**config.mk**
```make
export PLATFORM = sky130hd
export DESIGN_NAME = enemy_draw_arbiter_flat
export DESIGN_NICKNAME = d
export VERILOG_FILES = /design/src/rtl/enemy_draw_arbiter_if.sv /design/src/rtl/enemy_draw_arbiter.sv /design/src/flat_wrapper.sv
export SDC_FILE = /design/constraint.sdc
export NUM_CORES = 1
export LEC_CHECK = 0
export ABC_AREA = 1
export BUFFER_PORTS_ARGS = -buffer_cell sky130_fd_sc_hd__buf_2
export CORE_MARGIN = 2
export CORE_UTILIZATION = 40
export CTS_CLUSTER_SIZE = 24
export DETAILED_ROUTE_END_ITERATION = 6
export PLACE_DENSITY = 0.67
export SLEW_MARGIN = 5
export SYNTH_ARGS = -nofsm -noshare
export SYNTH_HDL_FRONTEND = slang
export SYNTH_SLANG_ARGS = --single-unit
```
**constraint.sdc**
```tcl
create_clock -name clk40MHz -period 3.4 [get_ports clk40MHz]
set_clock_uncertainty 0.1 [all_clocks]
set_input_delay 0.68 -clock clk40MHz [delete_from_list [all_inputs] [get_ports clk40MHz]]
set_output_delay 0.68 -clock clk40MHz [all_outputs]
set_load 0.02 [all_outputs]
```
**src/rtl/enemy_draw_arbiter_if.sv**
```systemverilog
// Signal bundle between the enemy sprite sources, the draw arbiter and the
// vector draw engine. The arbiter takes the slave side.
interface enemy_draw_arbiter_if #(
  parameter int ADDRESSWIDTH = 16,
  parameter int DAC_WIDTH    = 8
);
  logic                    frame_start;
  logic                    spawn_enemy1, spawn_enemy2, spawn_enemy3;
  logic [DAC_WIDTH-1:0]    xenemy1, xenemy2, xenemy3;
  logic [ADDRESSWIDTH-1:0] adr_enemy1, adr_enemy2, adr_enemy3;
  logic                    draw_done;
  logic                    draw_start;
  logic [ADDRESSWIDTH-1:0] draw_adr;
  logic [DAC_WIDTH-1:0]    draw_xoff;
  logic [2:0]              grant;
  logic                    busy, frame_done, overrun, timeout;

  modport slave (
    input  frame_start, spawn_enemy1, spawn_enemy2, spawn_enemy3,
           xenemy1, xenemy2, xenemy3, adr_enemy1, adr_enemy2, adr_enemy3,
           draw_done,
    output draw_start, draw_adr, draw_xoff, grant, busy, frame_done,
           overrun, timeout
  );

  modport master (
    output frame_start, spawn_enemy1, spawn_enemy2, spawn_enemy3,
           xenemy1, xenemy2, xenemy3, adr_enemy1, adr_enemy2, adr_enemy3,
           draw_done,
    input  draw_start, draw_adr, draw_xoff, grant, busy, frame_done,
           overrun, timeout
  );
endinterface

```
**src/rtl/enemy_draw_arbiter.sv**
```systemverilog
// Round-robin arbiter sharing one vector draw engine between three enemy
// sprites per frame, with a per-sprite watchdog and sticky error flags.
module enemy_draw_arbiter #(
  parameter int ADDRESSWIDTH   = 16,
  parameter int DAC_WIDTH      = 8,
  parameter int TIMEOUT_CYCLES = 4096
) (
  input logic                 clk40MHz,
  input logic                 rst,
  enemy_draw_arbiter_if.slave bus
);
  localparam int CW = (TIMEOUT_CYCLES > 1) ? $clog2(TIMEOUT_CYCLES) : 1;
  localparam logic [CW-1:0] CNT_MAX = CW'(TIMEOUT_CYCLES - 1);

  typedef enum logic [1:0] {IDLE, ISSUE, WAIT} state_e;

  state_e                  state_q, state_d;
  logic [2:0]              pending_q, pending_d;
  logic [1:0]              rr_ptr_q, rr_ptr_d;
  logic [1:0]              base_q, base_d;
  logic [CW-1:0]           cnt_q, cnt_d;
  logic                    draw_start_q, draw_start_d;
  logic [ADDRESSWIDTH-1:0] adr_q, adr_d;
  logic [DAC_WIDTH-1:0]    xoff_q, xoff_d;
  logic [2:0]              grant_q, grant_d;
  logic                    busy_q, busy_d;
  logic                    frame_done_q, frame_done_d;
  logic                    overrun_q, overrun_d;
  logic                    timeout_q, timeout_d;
  logic                    issue;
  logic [2:0]              sel;

  logic [2:0]                   spawn_v;
  logic [2:0][ADDRESSWIDTH-1:0] adr_arr;
  logic [2:0][DAC_WIDTH-1:0]    x_arr;

  assign spawn_v = {bus.spawn_enemy3, bus.spawn_enemy2, bus.spawn_enemy1};
  assign adr_arr = {bus.adr_enemy3, bus.adr_enemy2, bus.adr_enemy1};
  assign x_arr   = {bus.xenemy3, bus.xenemy2, bus.xenemy1};

  // First set bit of p, scanning 0->1->2 cyclically from base; one-hot result.
  function automatic logic [2:0] pick(input logic [2:0] p, input logic [1:0] base);
    logic [2:0] r;
    logic [1:0] idx;
    logic       found;
    r     = 3'b000;
    found = 1'b0;
    idx   = base;
    for (int k = 0; k < 3; k++) begin
      if (!found && p[idx]) begin
        r[idx] = 1'b1;
        found  = 1'b1;
      end
      idx = (idx == 2'd2) ? 2'd0 : idx + 2'd1;
    end
    return r;
  endfunction

  always_comb begin
    state_d      = state_q;
    pending_d    = pending_q;
    rr_ptr_d     = rr_ptr_q;
    base_d       = base_q;
    cnt_d        = cnt_q;
    draw_start_d = 1'b0;
    adr_d        = adr_q;
    xoff_d       = xoff_q;
    grant_d      = grant_q;
    busy_d       = busy_q;
    frame_done_d = 1'b0;
    overrun_d    = overrun_q | (bus.frame_start && state_q != IDLE);
    timeout_d    = timeout_q;
    issue        = 1'b0;
    sel          = 3'b000;

    case (state_q)
      IDLE: begin
        if (bus.frame_start) begin
          pending_d = spawn_v;
          base_d    = rr_ptr_q;
          rr_ptr_d  = (rr_ptr_q == 2'd2) ? 2'd0 : rr_ptr_q + 2'd1;
          if (spawn_v != 3'b000) issue = 1'b1;
          else                   frame_done_d = 1'b1;
        end
      end
      ISSUE: begin
        state_d = WAIT;
        cnt_d   = '0;
      end
      WAIT: begin
        if (bus.draw_done || cnt_q == CNT_MAX) begin
          pending_d = pending_q & ~grant_q;
          if (!bus.draw_done) timeout_d = 1'b1;
          if (pending_d != 3'b000) begin
            issue = 1'b1;
          end else begin
            state_d      = IDLE;
            frame_done_d = 1'b1;
            busy_d       = 1'b0;
            grant_d      = 3'b000;
          end
        end else begin
          cnt_d = cnt_q + CW'(1);
        end
      end
      default: state_d = IDLE;
    endcase

    // Launch: outputs are registered, so the selection made on this edge is
    // what the draw engine sees during the ISSUE cycle.
    if (issue) begin
      sel          = pick(pending_d, base_d);
      state_d      = ISSUE;
      draw_start_d = 1'b1;
      grant_d      = sel;
      busy_d       = 1'b1;
      cnt_d        = '0;
      for (int i = 0; i < 3; i++) begin
        if (sel[i]) begin
          adr_d  = adr_arr[i];
          xoff_d = x_arr[i];
        end
      end
    end
  end

  always_ff @(posedge clk40MHz) begin
    if (rst) begin
      state_q      <= IDLE;
      pending_q    <= 3'b000;
      rr_ptr_q     <= 2'd0;
      base_q       <= 2'd0;
      cnt_q        <= '0;
      draw_start_q <= 1'b0;
      adr_q        <= '0;
      xoff_q       <= '0;
      grant_q      <= 3'b000;
      busy_q       <= 1'b0;
      frame_done_q <= 1'b0;
      overrun_q    <= 1'b0;
      timeout_q    <= 1'b0;
    end else begin
      state_q      <= state_d;
      pending_q    <= pending_d;
      rr_ptr_q     <= rr_ptr_d;
      base_q       <= base_d;
      cnt_q        <= cnt_d;
      draw_start_q <= draw_start_d;
      adr_q        <= adr_d;
      xoff_q       <= xoff_d;
      grant_q      <= grant_d;
      busy_q       <= busy_d;
      frame_done_q <= frame_done_d;
      overrun_q    <= overrun_d;
      timeout_q    <= timeout_d;
    end
  end

  assign bus.draw_start = draw_start_q;
  assign bus.draw_adr   = adr_q;
  assign bus.draw_xoff  = xoff_q;
  assign bus.grant      = grant_q;
  assign bus.busy       = busy_q;
  assign bus.frame_done = frame_done_q;
  assign bus.overrun    = overrun_q;
  assign bus.timeout    = timeout_q;
endmodule

```
**src/flat_wrapper.sv**
```systemverilog
// flat-port wrapper written by rule: the top's interface ports become plain ports
module enemy_draw_arbiter_flat 
#(
  parameter int ADDRESSWIDTH   = 16,
  parameter int DAC_WIDTH      = 8,
  parameter int TIMEOUT_CYCLES = 4096
)
  (clk40MHz, rst, bus_frame_start, bus_spawn_enemy1, bus_spawn_enemy2, bus_spawn_enemy3, bus_xenemy1, bus_xenemy2, bus_xenemy3, bus_adr_enemy1, bus_adr_enemy2, bus_adr_enemy3, bus_draw_done, bus_draw_start, bus_draw_adr, bus_draw_xoff, bus_grant, bus_busy, bus_frame_done, bus_overrun, bus_timeout);
  enemy_draw_arbiter_if #(.ADDRESSWIDTH(ADDRESSWIDTH), .DAC_WIDTH(DAC_WIDTH)) bus_i ();
  input logic clk40MHz;
  input logic rst;
  input wire logic [$bits(bus_i.frame_start)-1:0] bus_frame_start;
  input wire logic [$bits(bus_i.spawn_enemy1)-1:0] bus_spawn_enemy1;
  input wire logic [$bits(bus_i.spawn_enemy2)-1:0] bus_spawn_enemy2;
  input wire logic [$bits(bus_i.spawn_enemy3)-1:0] bus_spawn_enemy3;
  input wire logic [$bits(bus_i.xenemy1)-1:0] bus_xenemy1;
  input wire logic [$bits(bus_i.xenemy2)-1:0] bus_xenemy2;
  input wire logic [$bits(bus_i.xenemy3)-1:0] bus_xenemy3;
  input wire logic [$bits(bus_i.adr_enemy1)-1:0] bus_adr_enemy1;
  input wire logic [$bits(bus_i.adr_enemy2)-1:0] bus_adr_enemy2;
  input wire logic [$bits(bus_i.adr_enemy3)-1:0] bus_adr_enemy3;
  input wire logic [$bits(bus_i.draw_done)-1:0] bus_draw_done;
  output wire logic [$bits(bus_i.draw_start)-1:0] bus_draw_start;
  output wire logic [$bits(bus_i.draw_adr)-1:0] bus_draw_adr;
  output wire logic [$bits(bus_i.draw_xoff)-1:0] bus_draw_xoff;
  output wire logic [$bits(bus_i.grant)-1:0] bus_grant;
  output wire logic [$bits(bus_i.busy)-1:0] bus_busy;
  output wire logic [$bits(bus_i.frame_done)-1:0] bus_frame_done;
  output wire logic [$bits(bus_i.overrun)-1:0] bus_overrun;
  output wire logic [$bits(bus_i.timeout)-1:0] bus_timeout;
  assign bus_i.frame_start = bus_frame_start;
  assign bus_i.spawn_enemy1 = bus_spawn_enemy1;
  assign bus_i.spawn_enemy2 = bus_spawn_enemy2;
  assign bus_i.spawn_enemy3 = bus_spawn_enemy3;
  assign bus_i.xenemy1 = bus_xenemy1;
  assign bus_i.xenemy2 = bus_xenemy2;
  assign bus_i.xenemy3 = bus_xenemy3;
  assign bus_i.adr_enemy1 = bus_adr_enemy1;
  assign bus_i.adr_enemy2 = bus_adr_enemy2;
  assign bus_i.adr_enemy3 = bus_adr_enemy3;
  assign bus_i.draw_done = bus_draw_done;
  assign bus_draw_start = bus_i.draw_start;
  assign bus_draw_adr = bus_i.draw_adr;
  assign bus_draw_xoff = bus_i.draw_xoff;
  assign bus_grant = bus_i.grant;
  assign bus_busy = bus_i.busy;
  assign bus_frame_done = bus_i.frame_done;
  assign bus_overrun = bus_i.overrun;
  assign bus_timeout = bus_i.timeout;
  enemy_draw_arbiter #(.ADDRESSWIDTH(ADDRESSWIDTH), .DAC_WIDTH(DAC_WIDTH), .TIMEOUT_CYCLES(TIMEOUT_CYCLES)) u_core (.clk40MHz(clk40MHz), .rst(rst), .bus(bus_i));
endmodule
```
==> impl_results.md, run 1 <==
- CP dominant cell by count: nand2_1
- Worst Path Max Fanout: 26
- Final worst-path cycle share: slightly below 90%
- Total track usage: 19.2%
- Post-synth cell types: 31
- Vias/cell: ~4.6
- Postcts setup bufs: 0
- Avg Inst Size Synth: slightly below 6 um^2
- Avg WL per Cell: about 11 um
- Post-synthesis sequential area ratio: between 30% and 40%
- WP depth: 19
- Largest family of logic cells by synthesized area: simple AND/OR/NAND/NOR gates
- Psw: around 0.94 mW
- Cells on worst reg2reg path: 19
- Mux cell area share after synthesis: 0%
- Status: complete, no violations
- Synth Register Bits: 53
- # setup viols final: 0
- Setup TNS: 0 ns
- Routability cong.: slightly below 0.9
- Number of DRC markers in iteration 0: 95
- Grt ovf: 0
- Vias in the first global route: approximately 3200
- Hold-fix buffers, CTS: 0
- P_int: approximately 1.3 mW
- Pleak: ~2.3 nW
- Power Dens Cells: 546 mW/mm^2
- Compound-Gate Fraction of Synth Area: under 10%
- Seq pwr share: between 30% and 40%
- Largest net degree at the start of global routing: 27
- Peak supply drop: 0.254 mV
- Placed cells: around 770
- Cts repair resizes: 0
- Clock power frac: about a fifth
- Drt first pass iters: 4
- Critical Path AT: ~3.1 ns
- Final net count: approximately 750
- Critical Path RT: 3.54 ns
- Worst skew pair latency: roughly 0.31 ns
- First-pass GRT wire length: between 10 and 15 mm
- Core Rows: 33
- Max Slew Vio Count: 0
- Worst slew pin tran: 0.716 ns
- Final core utilization: approximately half
- Final Instance Count excl. Fillers: around 800
- Critical-path top delay cell: dfxtp_1
- Max stage delay on crit path: ~0.37 ns
- Antenna Violating Nets Remaining: 0
- CP Class: reg2reg
- Top cell family by delay on the critical path: simple AND/OR/NAND/NOR gates
- Ant diodes: 0
- CTS buffer count: 5
- Hold path depth: 2
- Post-synthesis xor/xnor area fraction: less than 1%
- Hold Crit Class: reg2reg
- Final Critical Period: 2.97 ns
- Initial cell density of the core: roughly two fifths
- Reg clk slew, reported paths: roughly 0.10 ns
- Gate power share: between 40% and 50%
- Die width: roughly 96 um
- CP bufs+invs: 0
- Initial antenna violation count: 0
- Relative slew slack: 52.0%
- Maxcap violations: 0
- Fraction of the mapped netlist area in adder cells: less than 1%
- Routed WL: roughly 8.5 mm
- Synthesized Nets: about 650
- Yosys warns: 0
- Final Hold Fails: 0
- Filler instances: 872
- DRC viols: 0
- DP HPWL: approximately 6.7 mm
- CTS H-tree depth: 2
- Post-Synth Simple-Gate Area: roughly 46%
- CP Capture Type: flop
- Sw Ratio: a little over two fifths
- # IOs: ~110
- Core Box Area: roughly 0.0082 mm^2
- Area delta synth->final: 21.6%
- CTS tree: done
- CP Cell Sequence: ha_1 -> nand2_1 -> nor2_2 -> nand3_1 -> nand2_1 -> nand2_1 -> nand2_1 -> nand2_1 -> nand2_1 -> nand2_1 -> nand2_2 -> o21ai_1 -> nand2_2 -> nand2_4 -> nand2_4 -> nand2_4 -> nor2_8 -> nor2_1 -> nor2_1
- Critical path startpoint category: flop
- Clock sinks: 53
- Die area: 0.00916 mm^2
- Synthesized area: about 0.0034 mm^2
- Cells after Synth: about 570
- Unrepaired setup endpoints after global routing: no
- Layout cells sized above 1: between 20% and 30%
- Via count: between 3000 and 4000
- Fmax: approximately 340 MHz
- Port Buffers: 110
- Longest Clk Path Bufs: 2
- Root buffer cell: clkbuf_8
- Die Ht: between 90 and 100 um
routing by layer:
metal  track usage, %  share of wire (%)  vias to the layer above  wire, um
li1                 -                  -                     1955         -
met1             25.6                 48                     1525      4060
met2             31.5                 44                       96      3780
met3             3.29                5.8                       11       492
met4             6.07                1.9                        0       162
met5                0                  0                        -         0
logic make-up (layout without fill, tap and decap cells):
| kind of cell | Yosys count | after routing |
|---|---|---|
| AOI/OAI and AO/OA | 35 | 35 |
| xor gates and xnor gates | 3 | 3 |
| buffers and inverters | 135 | 237 |
| and+or+nand+nor | 345 | 345 |
| adders and majority gates | 1 | 1 |
| DFF | 53 | 53 |
metrics by stage:
stage / area [um^2] / total power [mW] / hold WS [ns] / setup slack, ns
floorplan: 3360 / 1.55 / 0.322 / 0.951
global placement: 3980 / 1.80 / 0.336 / 0.401
detailed placement: 3980 / 1.82 / 0.341 / 0.277
CTS: 4090 / 2.26 / 0.354 / 0.415
global route: 4090 / 2.44 / 0.388 / 0.0979
finish: 4090 / 2.23 / 0.355 / 0.434
worst paths after layout:
path	startpoint	end	slack, ns
max	u_core.cnt_q[1]	u_core.bus.draw_adr[5]	0.43
min	u_core.bus.overrun	u_core.bus.overrun	0.35
max reg2reg	u_core.cnt_q[1]	u_core.bus.draw_adr[5]	0.43
min reg2reg	u_core.bus.overrun	u_core.bus.overrun	0.35
cells in the mapped netlist:
| cell | count | area (um^2) |
|---|---|---|
| nand2_1 | 157 | 589 |
| inv_1 | 105 | 394 |
| nor2_1 | 74 | 278 |
| nand3_1 | 61 | 305 |
| dfxtp_1 | 53 | 1060 |
| nand4_1 | 27 | 169 |
| a21oi_1 | 20 | 100 |
| nand2_2 | 10 | 62.6 |
| buf_2 | 9 | 45.0 |
| o21ai_0 | 9 | 45.0 |
| clkbuf_1 | 7 | 26.3 |
| inv_2 | 6 | 22.5 |
| nor3_1 | 4 | 20.0 |
| buf_1 | 3 | 11.3 |
| nand2_4 | 3 | 33.8 |
| nor2_2 | 3 | 18.8 |
| xor2_1 | 3 | 26.3 |
| buf_6 | 2 | 22.5 |
| clkinv_1 | 2 | 7.51 |
| nand3_2 | 2 | 20.0 |
| o22ai_1 | 2 | 12.5 |
| a211oi_1 | 1 | 7.51 |
| buf_4 | 1 | 7.51 |
| ha_1 | 1 | 12.5 |
| nor2_4 | 1 | 11.3 |
| nor2_8 | 1 | 20.0 |
| nor4b_1 | 1 | 8.76 |
| o211ai_1 | 1 | 7.51 |
| o21ai_1 | 1 | 5.00 |
| o21bai_1 | 1 | 7.51 |
| or2_2 | 1 | 6.26 |
layout by cell type, fill, tap and decap left out, types with 9 or more instances in the layout:
cell type / n
nor2_1: 74
a21oi_1: 20
dfxtp_1: 53
nand2_2: 10
nand2_1: 157
nand3_1: 61
inv_1: 105
nand4_1: 27
o21ai_0: 9
buf_2: 110
worst min-delay path: stages (launching register included):
cell and delay, ns:
dfxtp_1 0.32, inv_1 0.05, a21oi_1 0.05
sequential cells by signal, indices dropped and copies added (netlist names):
register	cells
u_core.bus.draw_adr	16
u_core.cnt_q	12
u_core.bus.draw_xoff	8
u_core.bus.draw_start	1
u_core.bus.overrun	1
u_core.bus.timeout	1
u_core.pending_q	3
u_core.base_q	2
u_core.state_q	2
u_core.bus.frame_done	1
u_core.bus.busy	1
u_core.bus.grant	3
u_core.rr_ptr_q	2
final cells by class:
cell class / count / area (um^2) / share of cell area [%]
well taps: 105 / 131 / 3.21
multi-input cells: 384 / 1770 / 43.2
inverters: 113 / 424 / 10.4
repair buffers: 116 / 596 / 14.6
flip-flops and latches: 53 / 1060 / 25.9
clock inverters: 3 / 43.8 / 1.07
clock buffers: 5 / 68.8 / 1.68
power by group through the flow:
| stage | Clock [mW] | Combinational (mW) | Sequential, mW |
|---|---|---|---|
| floorplan | 0 | 0.664 | 0.888 |
| detailed placement | 0 | 1.03 | 0.788 |
| CTS | 0.451 | 1.03 | 0.774 |
| global route | 0.478 | 1.18 | 0.784 |
| finish | 0.434 | 1.03 | 0.772 |
| global placement | 0 | 1.02 | 0.786 |
Power figures use the tool's default switching activity.
==> inputs of run 2 (changes only) <==
--- a/config.mk
+++ b/config.mk
@@ -11,7 +11,7 @@
 export CORE_UTILIZATION = 40
 export CTS_CLUSTER_SIZE = 24
 export DETAILED_ROUTE_END_ITERATION = 6
-export PLACE_DENSITY = 0.67
+export PLACE_DENSITY = 0.72
 export SLEW_MARGIN = 5
 export SYNTH_ARGS = -nofsm -noshare
 export SYNTH_HDL_FRONTEND = slang
==> run 2 against run 1 <==
  * Count of clock-buffer cells in the layout unchanged
  * Via count up 1.1%
  * Worst setup slack worse by 0.010 ns
  * Utilization down 0.26 points
  * First-iteration DRC count up 16%
  * Register-to-register slack about the same
  * Critical endpoint is now u_core.bus.draw_adr[1]
  * Highest routed layer unchanged
==> impl_results.md, run 2 (synthesis results as in run 1) <==
- Status: complete, no violations
- Drt first pass iters: 4 (unchanged)
- Antenna Violating Nets Remaining: 0 (unchanged)
- Critical Path AT: 3.12 ns (about the same)
- Power Dens Cells: 528 mW/mm^2 (-3.2%)
- Placement Setup Slack: 0.300 ns (+0.0229 ns)
- Routed WL: 8.37 mm (-1.6%)
- Unrepaired setup endpoints after global routing: no
- Final worst-path cycle share: 87.5% (+0.30 points)
- CTS tree: done
- Most common cell after layout, fill and taps aside: nand2_1
- Via count: 3628 (+1.1%)
- # IOs: 111 (unchanged)
- DP HPWL: 6.66 mm (-0.80%)
- Core Rows: 33 (unchanged)
- Critical path startpoint category: flop
- Largest net degree at the start of global routing: 27 (unchanged)
- CP Capture Type: flop
- Max Slew Vio Count: 0 (unchanged)
- Peak supply drop: 0.200 mV (-21%)
- Initial cell density of the core: 41.2% (unchanged)
- Vias/cell: 4.66 (+1.1%)
- Longest Clk Path Bufs: 2 (unchanged)
- Flop-to-flop setup slack: 0.42 ns (about the same)
- Filler instances: 869 (-0.34%)
- DRC viols: 0 (unchanged)
- Core Box Area: 0.00818 mm^2 (unchanged)
- Max stage delay on crit path: 0.37 ns (about the same)
- # setup viols final: 0 (unchanged)
- First-pass GRT wire length: 14.1 mm (-1.3%)
- Critical Path RT: 3.55 ns (about the same)
- Pleak: 2.23 nW (-0.98%)
- Final worst setup slack: 0.424 ns (-0.0101 ns)
- Hold Crit Class: reg2reg
- CTS buffer count: 5 (unchanged)
- Postcts setup bufs: 0 (unchanged)
- Hold-fix buffers, CTS: 0 (unchanged)
- Worst skew pair latency: 0.31 ns (about the same)
- Clock sinks: 53 (unchanged)
- Final Hold Fails: 0 (unchanged)
- Vias in the first global route: 3391 (+5.6%)
- Routability cong.: 0.850 (-1.6%)
- Grt ovf: 0 (unchanged)
- Worst slew pin tran: 0.787 ns (+0.0717 ns)
- Maxcap violations: 0 (unchanged)
- Final net count: 753 (unchanged)
- Avg WL per Cell: 10.7 um (-1.6%)
- Root buffer cell: clkbuf_8
- Setup TNS: 0 ns (unchanged)
- CP Cell Sequence: ha_1 -> nand2_1 -> nor2_2 -> nand3_1 -> nand2_1 -> nand2_1 -> nand2_1 -> nand2_1 -> nand2_1 -> nand2_1 -> nand2_2 -> o21ai_1 -> nand2_2 -> nand2_4 -> nand2_4 -> nand2_4 -> nor2_8 -> nor2_1 -> nor2_1
- Ant diodes: 0 (unchanged)
- Die Ht: 95.7 um (unchanged)
- CP dominant cell by count: nand2_1
- Max FFs per register: 16 (unchanged)
- CTS H-tree depth: 2 (unchanged)
- Reg clk slew, reported paths: 0.10 ns (about the same)
- Most frequent cells in the layout: 157 x nand2_1, 110 x buf_2, 105 x inv_1, 74 x nor2_1, 61 x nand3_1
- Die area: 0.00916 mm^2 (unchanged)
- Port Buffers: 110 (unchanged)
- Cts repair resizes: 0 (unchanged)
- Relative slew slack: 47.5% (-4.5 points)
- Fmax: 336 MHz (-0.34%)
- Critical-path top delay cell: dfxtp_1
- Total track usage: 18.8% (-0.39 points)
- Area delta synth->final: 21.0%
- Die width: 95.7 um (unchanged)
- Number of DRC markers in iteration 0: 110 (+16%)
- Initial antenna violation count: 0 (unchanged)
- CP Class: reg2reg
- Layout cells sized above 1: 22.4% (unchanged)
- Worst Path Max Fanout: 26 (unchanged)
- Final Critical Period: 2.98 ns (+0.0101 ns)
==> run 2: cell count changes in the layout (fill, tap and decap cells not counted), sizes merged <==
cell / before / now
bufinv: 1 / 0
inv: 112 / 111
clkinv: 3 / 2
clkinvlp: 0 / 3
==> run 2: where the power goes <==
group	internal [mW]	leakage, nW	switching (mW)	total [mW]
combinational	0.357	1.76	0.659	1.02
clock	0.145	0.0364	0.215	0.360
sequential	0.718	0.434	0.0548	0.773
total	1.22	2.23	0.929	2.15
==> run 2: worst max-delay path, delay by kind of cell (launching register included) <==
family / cells / cell delay [ns]
and+or+nand+nor: 17 / 2.19
DFF: 1 / 0.37
adders and majority gates: 1 / 0.18
AOI/OAI and AO/OA: 1 / 0.08
==> run 2: path summary, 6_finish.rpt <==
kind	start	to	depth (start not counted)
worst max-delay path	u_core.cnt_q[1]	u_core.bus.draw_adr[1]	19
worst max register to register	u_core.cnt_q[1]	u_core.bus.draw_adr[1]	19
worst min-delay path	u_core.rr_ptr_q[0]	u_core.rr_ptr_q[0]	2
worst min register to register	u_core.rr_ptr_q[0]	u_core.rr_ptr_q[0]	2
==> run 2: through the flow <==
step	utilization, %	cells	area, um^2	hold WS, ns	power, mW
after detailed placement	48.7	771	3980	0.333	1.81
after global placement	48.7	771	3980	0.333	1.79
final	49.8	779	4070	0.350	2.15
after CTS	49.8	779	4070	0.348	2.17
after floorplan	-	572	3360	0.322	1.55
after global routing	49.8	779	4070	0.387	2.35
==> run 2: cell type report <==
type / count / area [um^2] / share of cell area, %
Clock buffer: 5 / 68.8 / 1.69
Clock inverter: 3 / 22.5 / 0.553
Inverter: 113 / 424 / 10.4
Multi-Input combinational cell: 384 / 1770 / 43.4
Sequential cell: 53 / 1060 / 26.1
Tap cell: 105 / 131 / 3.23
Timing Repair Buffer: 116 / 596 / 14.6
==> run 2: metal layers <==
layer  up-vias  track usage, %  wire length (um)  part of all wire [%]
met5         -               0                 0                     0
met4         0            4.17                84                   1.0
met3         7            2.98               488                   5.8
met2       113            34.2              3890                    46
met1      1554            23.2              3910                    47
li1       1954               -                 -                     -
